===== src/rtl/discrete_pkg.sv =====
// Shared types and helpers for the discrete sound receive/generate blocks.
package discrete_pkg;

  typedef logic signed [15:0] sample_t;

  typedef enum logic [1:0] {IDLE, TRACK, LOCKED} tone_state_t;

  localparam int SAMPLE_MAX = 32767;

  // Clamp an 18-bit intermediate into the 16-bit sample range.
  function automatic sample_t sat16(input logic signed [17:0] v);
    if (v > 18'sd32767)       return 16'sd32767;
    else if (v < -18'sd32768) return -16'sd32768;
    else                      return sample_t'(v[15:0]);
  endfunction

endpackage


===== src/rtl/peak_envelope_follower.sv =====
// Peak-hold envelope with exponential decay; |x| saturates so -32768 reads as 32767.
module peak_envelope_follower
  import discrete_pkg::*;
#(
  parameter int DECAY_SHIFT = 6
) (
  input  logic        clk,
  input  logic        I_RSTn,
  input  logic        en,
  input  sample_t     x,
  output logic [15:0] env,
  output logic [15:0] env_nxt
);

  logic [15:0] a;

  always_comb begin
    if (x == -16'sd32768) a = 16'(SAMPLE_MAX);
    else if (x[15])       a = 16'(-x);
    else                  a = 16'(x);
    // The decrement floors, so small envelopes stall above zero rather than underflow.
    env_nxt = (a > env) ? a : env - (env >> DECAY_SHIFT);
  end

  always_ff @(posedge clk or negedge I_RSTn) begin
    if (!I_RSTn)  env <= '0;
    else if (en)  env <= env_nxt;
  end

endmodule


===== src/rtl/tone_detector.sv =====
// Recovers a tone gate and its period (in samples) from a signed audio stream.
// Optional TONE_DETECTOR_DC_BLOCK_EN inserts a first-order DC blocker ahead of everything.
module tone_detector
  import discrete_pkg::*;
#(
  parameter int SAMPLE_RATE = 48000,
  parameter int HYST        = 256,
  parameter int ENV_ON      = 2048,
  parameter int ENV_OFF     = 1024,
  parameter int DECAY_SHIFT = 6,
  parameter int MIN_PERIOD  = 4,
  parameter int MAX_PERIOD  = 2400,
  parameter int LOCK_COUNT  = 3,
  parameter int TOL_SHIFT   = 3
) (
  input  logic        clk,
  input  logic        I_RSTn,
  input  logic        audio_clk_en,
  input  sample_t     in,
  output logic        tone_present,
  output logic [15:0] period,
  output logic        period_valid,
  output logic [15:0] envelope
);

  localparam int MW = $clog2(LOCK_COUNT + 1);

  sample_t     x;
  logic [15:0] env, env_nxt;
  logic        sq, sq_nxt, rise, p_ok, p_match, rel;
  logic [15:0] cnt, cnt_nxt, ref_p, p_diff;
  logic [MW-1:0] match_cnt;
  tone_state_t state;

`ifdef TONE_DETECTOR_DC_BLOCK_EN
  sample_t            x1, y1;
  logic signed [17:0] y_full;

  always_comb y_full = 18'(in) - 18'(x1) + 18'(y1) - 18'(y1 >>> 8);

  always_ff @(posedge clk or negedge I_RSTn) begin
    if (!I_RSTn) begin
      x1 <= '0;
      y1 <= '0;
    end else if (audio_clk_en) begin
      x1 <= in;
      y1 <= sat16(y_full);
    end
  end

  // Downstream sees the registered filter output: one sample of added latency.
  assign x = y1;
`else
  assign x = in;
`endif

  peak_envelope_follower #(.DECAY_SHIFT(DECAY_SHIFT)) u_env (
    .clk     (clk),
    .I_RSTn  (I_RSTn),
    .en      (audio_clk_en),
    .x       (x),
    .env     (env),
    .env_nxt (env_nxt)
  );

  assign envelope = env;

  always_comb begin
    sq_nxt = sq;
    if (x > HYST)       sq_nxt = 1'b1;
    else if (x < -HYST) sq_nxt = 1'b0;
    rise = sq_nxt & ~sq;

    if (rise)                           cnt_nxt = 16'd1;
    else if (cnt >= 16'(MAX_PERIOD))    cnt_nxt = 16'(MAX_PERIOD);
    else                                cnt_nxt = cnt + 16'd1;

    // cnt before the edge update is the measured period.
    p_ok    = rise && (cnt >= 16'(MIN_PERIOD)) && (cnt < 16'(MAX_PERIOD));
    p_diff  = (cnt >= ref_p) ? cnt - ref_p : ref_p - cnt;
    p_match = p_diff <= (ref_p >> TOL_SHIFT);
    rel     = (env_nxt < 16'(ENV_OFF)) || (cnt_nxt == 16'(MAX_PERIOD));
  end

  always_ff @(posedge clk or negedge I_RSTn) begin
    if (!I_RSTn) begin
      state        <= IDLE;
      sq           <= 1'b0;
      cnt          <= '0;
      ref_p        <= '0;
      match_cnt    <= '0;
      tone_present <= 1'b0;
      period       <= '0;
      period_valid <= 1'b0;
    end else begin
      period_valid <= 1'b0;
      if (audio_clk_en) begin
        sq  <= sq_nxt;
        cnt <= cnt_nxt;
        if (p_ok) begin
          period_valid <= 1'b1;
          period       <= cnt;
        end
        case (state)
          IDLE: begin
            if (p_ok && env_nxt >= 16'(ENV_ON)) begin
              state     <= TRACK;
              ref_p     <= cnt;
              match_cnt <= MW'(1);
            end
          end
          default: begin
            // Release wins over a coincident edge.
            if (rel) begin
              state        <= IDLE;
              tone_present <= 1'b0;
              match_cnt    <= '0;
            end else if (p_ok) begin
              ref_p <= cnt;
              if (!p_match) begin
                state        <= TRACK;
                match_cnt    <= MW'(1);
                tone_present <= 1'b0;
              end else if (state == TRACK) begin
                match_cnt <= match_cnt + 1'b1;
                if (32'(match_cnt) + 1 == LOCK_COUNT) begin
                  state        <= LOCKED;
                  tone_present <= 1'b1;
                end
              end
            end
          end
        endcase
      end
    end
  end

endmodule

===== config.mk =====
export PLATFORM = sky130hd
export DESIGN_NAME = tone_detector
export DESIGN_NICKNAME = d
export VERILOG_FILES = /design/src/rtl/discrete_pkg.sv /design/src/rtl/peak_envelope_follower.sv /design/src/rtl/tone_detector.sv
export SDC_FILE = /design/constraint.sdc
export NUM_CORES = 1
export LEC_CHECK = 0
export CORE_MARGIN = 1.5
export CORE_UTILIZATION = 45
export CTS_BUF_LIST = sky130_fd_sc_hd__clkbuf_16
export CTS_CLUSTER_DIAMETER = 150
export DETAILED_ROUTE_END_ITERATION = 8
export SYNTH_ARGS = -nofsm -noshare
export SYNTH_HDL_FRONTEND = slang
export SYNTH_HIERARCHICAL = 1
export SYNTH_SLANG_ARGS = --single-unit

===== constraint.sdc =====
create_clock -name clk -period 11.45 [get_ports clk]
set_clock_uncertainty 0.15 [all_clocks]
set_input_delay 2.8625 -clock clk [delete_from_list [all_inputs] [get_ports clk]]
set_output_delay 2.8625 -clock clk [all_outputs]
set_load 0.02 [all_outputs]

==> out/qor.txt, run 1 <==
# IOs: 53
Port bufs: 52
Actual slew at the worst max-slew pin: 0.928 ns
Die height: 126 µm
Pre-CTS setup slack: 2.54 ns
Vias in the first global route: 5,943
Post-Route WL: 19,500 µm
Buffers from clock root to sink, at most: 2
Post-CTS setup buffer count: 0
Crit path launch type: primary input
Vias per cell: 6.18
Starting DRT DRC Count: 527
Power Dens Cells: 351 nW/µm²
Cell row count: 44
Post-Place Cells: 999
Worst path slowest cell: o221ai_2
Required @ worst endpoint: 11.53 ns
Total gr overflow: 0
RSZ-0062 raised after global routing: no
Worst hold path type: reg -> reg
Largest net degree at the start of global routing: 72
Failing checks: DRC
TritonCTS clock tree: built
Status: finished, violations left
Setup ws final: 2.84 ns
Critical path endpoint category: register
Skew-Pair Late Insertion Delay: 0.34 ns
Nets: 922
Post-Syn Instances: 799
Most frequent cells in the layout: 74 x ha_1, 72 x a21oi_1, 71 x dfrtp_1
Post-Syn Nets: 895
Initial antenna violation count: 0
Worst path max stage delay: 0.66 ns
Pins over their slew limit: 0
Post-route ant nets: 0
WHS: 0.326 ns
Placer Congestion: 0.919
Clk sinks: 71
Min cycle time layout: 8.61 ns
Die area: 15,800 µm²
Commonest non-fill, non-tap cell in the layout: ha_1
CTS root buffer: clkbuf_16
R2R Setup Slk: 5.81 ns
Placed inst area: 7360 µm²
Fin Setup TNS: 0 ns
Total number of vias: 6,268
Area Overhead vs Synth: 12.3%
Max Cap Viol: 0
Crit path arrival time: 8.69 ns
Post-CTS sizing: 0
Diodes inserted: 0
WL/cell: 19.3 µm
DRC errors left: 3
Global-route wire length before repair: 31,600 µm
Final Setup Violations: 0
Final Cell Area: 7620 µm²
Max Fclk: 116 MHz
Fin cells: 1,014
Slew HR: 38.2%
Critical-path maximum fanout: 16
Core ar.: 14,600 µm²
Mapped cell area: 6790 µm²
CP cell instances: clkdlybuf4s50_1 -> inv_1 -> ha_1 -> or3b_1 -> or4_4 -> o21ai_0 -> xnor2_1 -> nor2_1 -> inv_1 -> ha_1 -> nand4_1 -> or4_1 -> o221ai_2 -> nand2_1 -> a21oi_1 -> nor3_1 -> nand2_1 -> o32ai_1 -> a21o_2 -> nor2_1 -> a21o_1 -> nand2_2 -> and2_1
Initial core utilization: 46.3%
Leak: 3.37 nW
Layout cells sized above 1: 6.75%
Die Width: 126 µm
Final number of hold-violating endpoints: 0
Hold buffers post-CTS: 0
Peak VDD IR: 0.000149 V
Drt first pass iters: 8
Reg clk slew, reported paths: 0.06 ns
Crit share post-route: 75.2%
Estimated wirelength of the detail-placed design: 15,000 µm
TritonCTS Buffers: 9
Tot GR Track Use: 25.0%
CTS H-tree depth: 3
Syn. warnings: 6
WS Path Type: in -> reg
Mapped Avg Cell Area: 8.49 µm²
[per-stage QoR]
| stage | utilization (%) | total power, W |
|---|---|---|
| 2_1_floorplan | - | 0.00189 |
| 3_3_place_gp | 50.2 | 0.00232 |
| 3_5_place_dp | 50.2 | 0.00237 |
| 4_1_cts | 52.0 | 0.00265 |
| 5_1_grt | 52.0 | 0.00293 |
| 6_report | 52.0 | 0.00267 |
[final timing paths]
path / cells past startpoint / endpoint / startpoint
min reg2reg: 2 / period[8]$_DFFE_PN0P_ / period[8]$_DFFE_PN0P_
max reg2reg: 20 / tone_present$_DFFE_PN0P_ / cnt[0]$_DFFE_PN0P_
max: 23 / ref_p[14]$_DFFE_PN0P_ / in[0]
min in group asynchronous: 1 / u_env/env[3]$_DFFE_PN0P_ / I_RSTn
max in group asynchronous: 1 / u_env/env[10]$_DFFE_PN0P_ / I_RSTn
min: 2 / period[8]$_DFFE_PN0P_ / period[8]$_DFFE_PN0P_
[report_power, final]
| group | internal, W | leakage [nW] | total, W | switching (W) |
|---|---|---|---|---|
| sequential | 0.000335 | 0.897 | 0.000442 | 0.000107 |
| clock | 0.000144 | 0.125 | 0.000252 | 0.000108 |
| combinational | 0.000833 | 2.35 | 0.00198 | 0.00115 |
[state kept, by name, indices dropped and copies added, names as in the netlist]
name,cells
cnt,16
period,16
ref_p,16
u_env/env,16
match_cnt,2
state,2
period_valid,1
sq,1
tone_present,1
[cell type report]
type                    instances  area (µm²)
well taps                     184         230
fillers                      1389        7020
clock inverters                 6        37.5
flip-flops and latches         71        1780
inverters                      60         225
repair buffers                 55         536
clock buffers                   9         225
multi-input cells             629        4590
[worst max-delay path: cells and delay by family]
kind / cells / cell delay [ns]
and+or+nand+nor: 11 / 2.96
adders and majority gates: 2 / 0.55
xor gates and xnor gates: 1 / 0.10
AOI/OAI and AO/OA: 6 / 1.59
buffers and inverters: 3 / 0.64
[routing by layer]
| metal | part of all wire, % | track usage [%] | vias to the layer above |
|---|---|---|---|
| met5 | 0 | 0 | - |
| met4 | 1.2 | 5.21 | 0 |
| met3 | 7.5 | 5.48 | 23 |
| met2 | 43 | 38.4 | 243 |
| met1 | 48 | 36.2 | 2992 |
| li1 | - | - | 3010 |
(Power assumes the default switching activity.)
==> run 2, diff against run 1 <==
- PLACE_DENSITY: not set -> 0.67
- clock period: 11.45 -> 7 ns (I/O delays scaled with it)
==> run 2 against run 1 <==
Sequential power grew 62%. Combinational power grew 67%. First-iteration DRC count grew 8.7%. Utilization grew 2.0 points. Critical path depth shrank 2. Flip-flop and latch count is the same. The flow still finishes with violations (DRC). Total power grew 69%. Hold slack lost 0.0023 ns. Non-clock buffer count grew 28. Via count grew 3.3%.
==> out/qor.txt, run 2 (synthesized netlist as in run 1, its figures left out) <==
Initial antenna violation count: 0 (unchanged)
Port bufs: 52 (unchanged)
Sequential power share: 15.9% (-0.6 points)
Die area: 15,800 µm² (unchanged)
Diodes inserted: 0 (unchanged)
Slew HR: 35.1% (-3.1 points)
Tot GR Track Use: 24.8% (-0.26 points)
Failing checks: DRC
DRC errors left: 1 (-2)
Initial core utilization: 46.3% (unchanged)
Nets: 950 (+3.0%)
Global-route wire length before repair: 31,900 µm (+0.90%)
Required @ worst endpoint: 7.10 ns (-4.43 ns)
CTS H-tree depth: 3 (unchanged)
Largest net degree at the start of global routing: 72 (unchanged)
CTS root buffer: clkbuf_16
Pins over their slew limit: 0 (unchanged)
Drt first pass iters: 9 (+1)
Pint: 0.00226 W (+72%)
Power Dens Cells: 570 nW/µm² (+62%)
RSZ-0062 raised after global routing: no
Final number of hold-violating endpoints: 0 (unchanged)
Layout cells sized above 1: 10.2% (+3.5 points)
Total number of vias: 6,474 (+3.3%)
Hold buffers post-CTS: 0 (unchanged)
Commonest non-fill, non-tap cell in the layout: ha_1
Crit share post-route: 94.2%
Estimated wirelength of the detail-placed design: 14,800 µm (-1.3%)
TritonCTS Buffers: 9 (unchanged)
Most frequent cells in the layout: 74 x ha_1, 72 x a21oi_1, 71 x dfrtp_1
Min cycle time layout: 6.60 ns
Total gr overflow: 0 (unchanged)
Layout Utilization: 54.0% (+2.0 points)
Post-Place Cells: 1,025 (+2.6%)
Die height: 126 µm (unchanged)
Total power: 0.00451 W (+69%)
Worst hold path type: reg -> reg
Fin cells: 1,043 (+2.9%)
TritonCTS clock tree: built
Reg clk slew, reported paths: 0.06 ns (about the same)
Placer Congestion: 0.890 (-3.1%)
Leak: 3.55 nW (+5.2%)
Vias in the first global route: 6,105 (+2.7%)
Net Switching: 0.00225 W (+65%)
Clk sinks: 71 (unchanged)
Crit path arrival time: 6.70 ns (-1.99 ns)
Status: finished, violations left
Fin Setup TNS: 0 ns (unchanged)
Area Overhead vs Synth: 16.6%
Cell row count: 44 (unchanged)
Clk pwr share: 11.0% (+1.6 points)
WL/cell: 18.6 µm (-3.3%)
Starting DRT DRC Count: 573 (+8.7%)
Vias per cell: 6.21 (+0.41%)
Switching Fraction: 49.8% (-1.1 points)
Peak VDD IR: 0.000369 V (+150%)
Skew-Pair Late Insertion Delay: 0.35 ns (about the same)
Actual slew at the worst max-slew pin: 0.974 ns (+0.0464 ns)
WHS: 0.324 ns (-0.00231 ns)
Final Setup Violations: 0 (unchanged)
Max Fclk: 152 MHz
Core ar.: 14,600 µm² (unchanged)
WS Path Type: in -> reg
Crit path launch type: primary input
Critical-path maximum fanout: 16 (unchanged)
Critical path endpoint category: register
# IOs: 53 (unchanged)
Post-route ant nets: 0 (unchanged)
Die Width: 126 µm (unchanged)
Max Cap Viol: 0 (unchanged)
Buffers from clock root to sink, at most: 2 (unchanged)
Post-Route WL: 19,400 µm (-0.55%)
Comb pwr share: 73.1% (-0.9 points)
[run 2: changes by cell type in the layout (fill, tap and decap cells not counted)]
| cell | before | now |
|---|---|---|
| a221oi_1 | 3 | 2 |
| a221oi_2 | 1 | 2 |
| o21ai_1 | 5 | 6 |
| clkinv_2 | 2 | 1 |
| nand2_1 | 64 | 63 |
| nor3_1 | 23 | 22 |
| nor3_2 | 0 | 1 |
| buf_4 | 4 | 32 |
| bufinv_16 | 0 | 2 |
| o21ai_0 | 51 | 50 |
| clkinv_4 | 0 | 2 |
| nand2_8 | 0 | 1 |
| clkinvlp_4 | 2 | 0 |
[run 2: area by class of cell]
class,instances,area (µm²)
clock inverter,7,95.1
timing repair buffer,83,746
inverter,60,225
sequential,71,1780
tap,184,230
fill,1330,6730
clock buffer,9,225
multi-input combinational,629,4620
[run 2: critical path, cell delays in order]
cell             delay [ns]
clkdlybuf4s50_1        0.43
inv_1                  0.09
ha_1                   0.15
or3b_1                 0.36
or4_4                  0.47
o311ai_0               0.34
o21a_1                 0.21
ha_1                   0.17
nand4_1                0.19
or4_1                  0.53
o221a_2                0.37
nor3_1                 0.21
a21oi_1                0.07
nor3_2                 0.21
nand2_1                0.09
o32ai_1                0.13
a21o_2                 0.21
nor2_1                 0.09
a21o_1                 0.22
nand2_8                0.17
mux2i_1                0.23
[run 2: final timing paths]
path	start	end	slack, ns	cells after the start
max	in[1]	ref_p[9]$_DFFE_PN0P_	0.40	21
min reg2reg	period[1]$_DFFE_PN0P_	period[1]$_DFFE_PN0P_	0.32	2
min	period[1]$_DFFE_PN0P_	period[1]$_DFFE_PN0P_	0.32	2
max reg2reg	cnt[0]$_DFFE_PN0P_	tone_present$_DFFE_PN0P_	1.36	20
min in group asynchronous	I_RSTn	period[13]$_DFFE_PN0P_	1.38	1
max in group asynchronous	I_RSTn	period_valid$_DFF_PN0_	4.72	1
[run 2: what timing repair did]
action | in CTS | in global routing
setup endpoints to repair | 0 | 19
gates resized for setup | 0 | 6
buffers inserted | 0 | 2
[run 2: layer usage]
layer	GRT usage, %	wire length [µm]
met5	0	0
met4	7.30	299
met2	39.0	8770
met1	34.5	8930
met3	4.80	1440
[run 2: metrics by stage]
stage                     cell area (µm²)  setup slack [ns]
after global routing                 7920            0.0319
after global placement               7550            0.0380
after detailed placement             7550            -0.138
after floorplan                      6790             0.359
after CTS                            7870             0.168
final                                7920             0.404
[run 2: power groups by stage]
stage / Combinational (W) / Clock (W) / Sequential, W
global route: 0.00362 / 0.000523 / 0.000739
finish: 0.00330 / 0.000498 / 0.000716
global placement: 0.00307 / 0 / 0.000715
CTS: 0.00321 / 0.000506 / 0.000716
detailed placement: 0.00319 / 0 / 0.000722
floorplan: 0.00233 / 0 / 0.000752
==> run 3, diff against run 2 <==
- HOLD_SLACK_MARGIN: not set -> 0.12
==> results of run 3 <==
The final DEF is identical to that of run 2; final timing and power are the same.
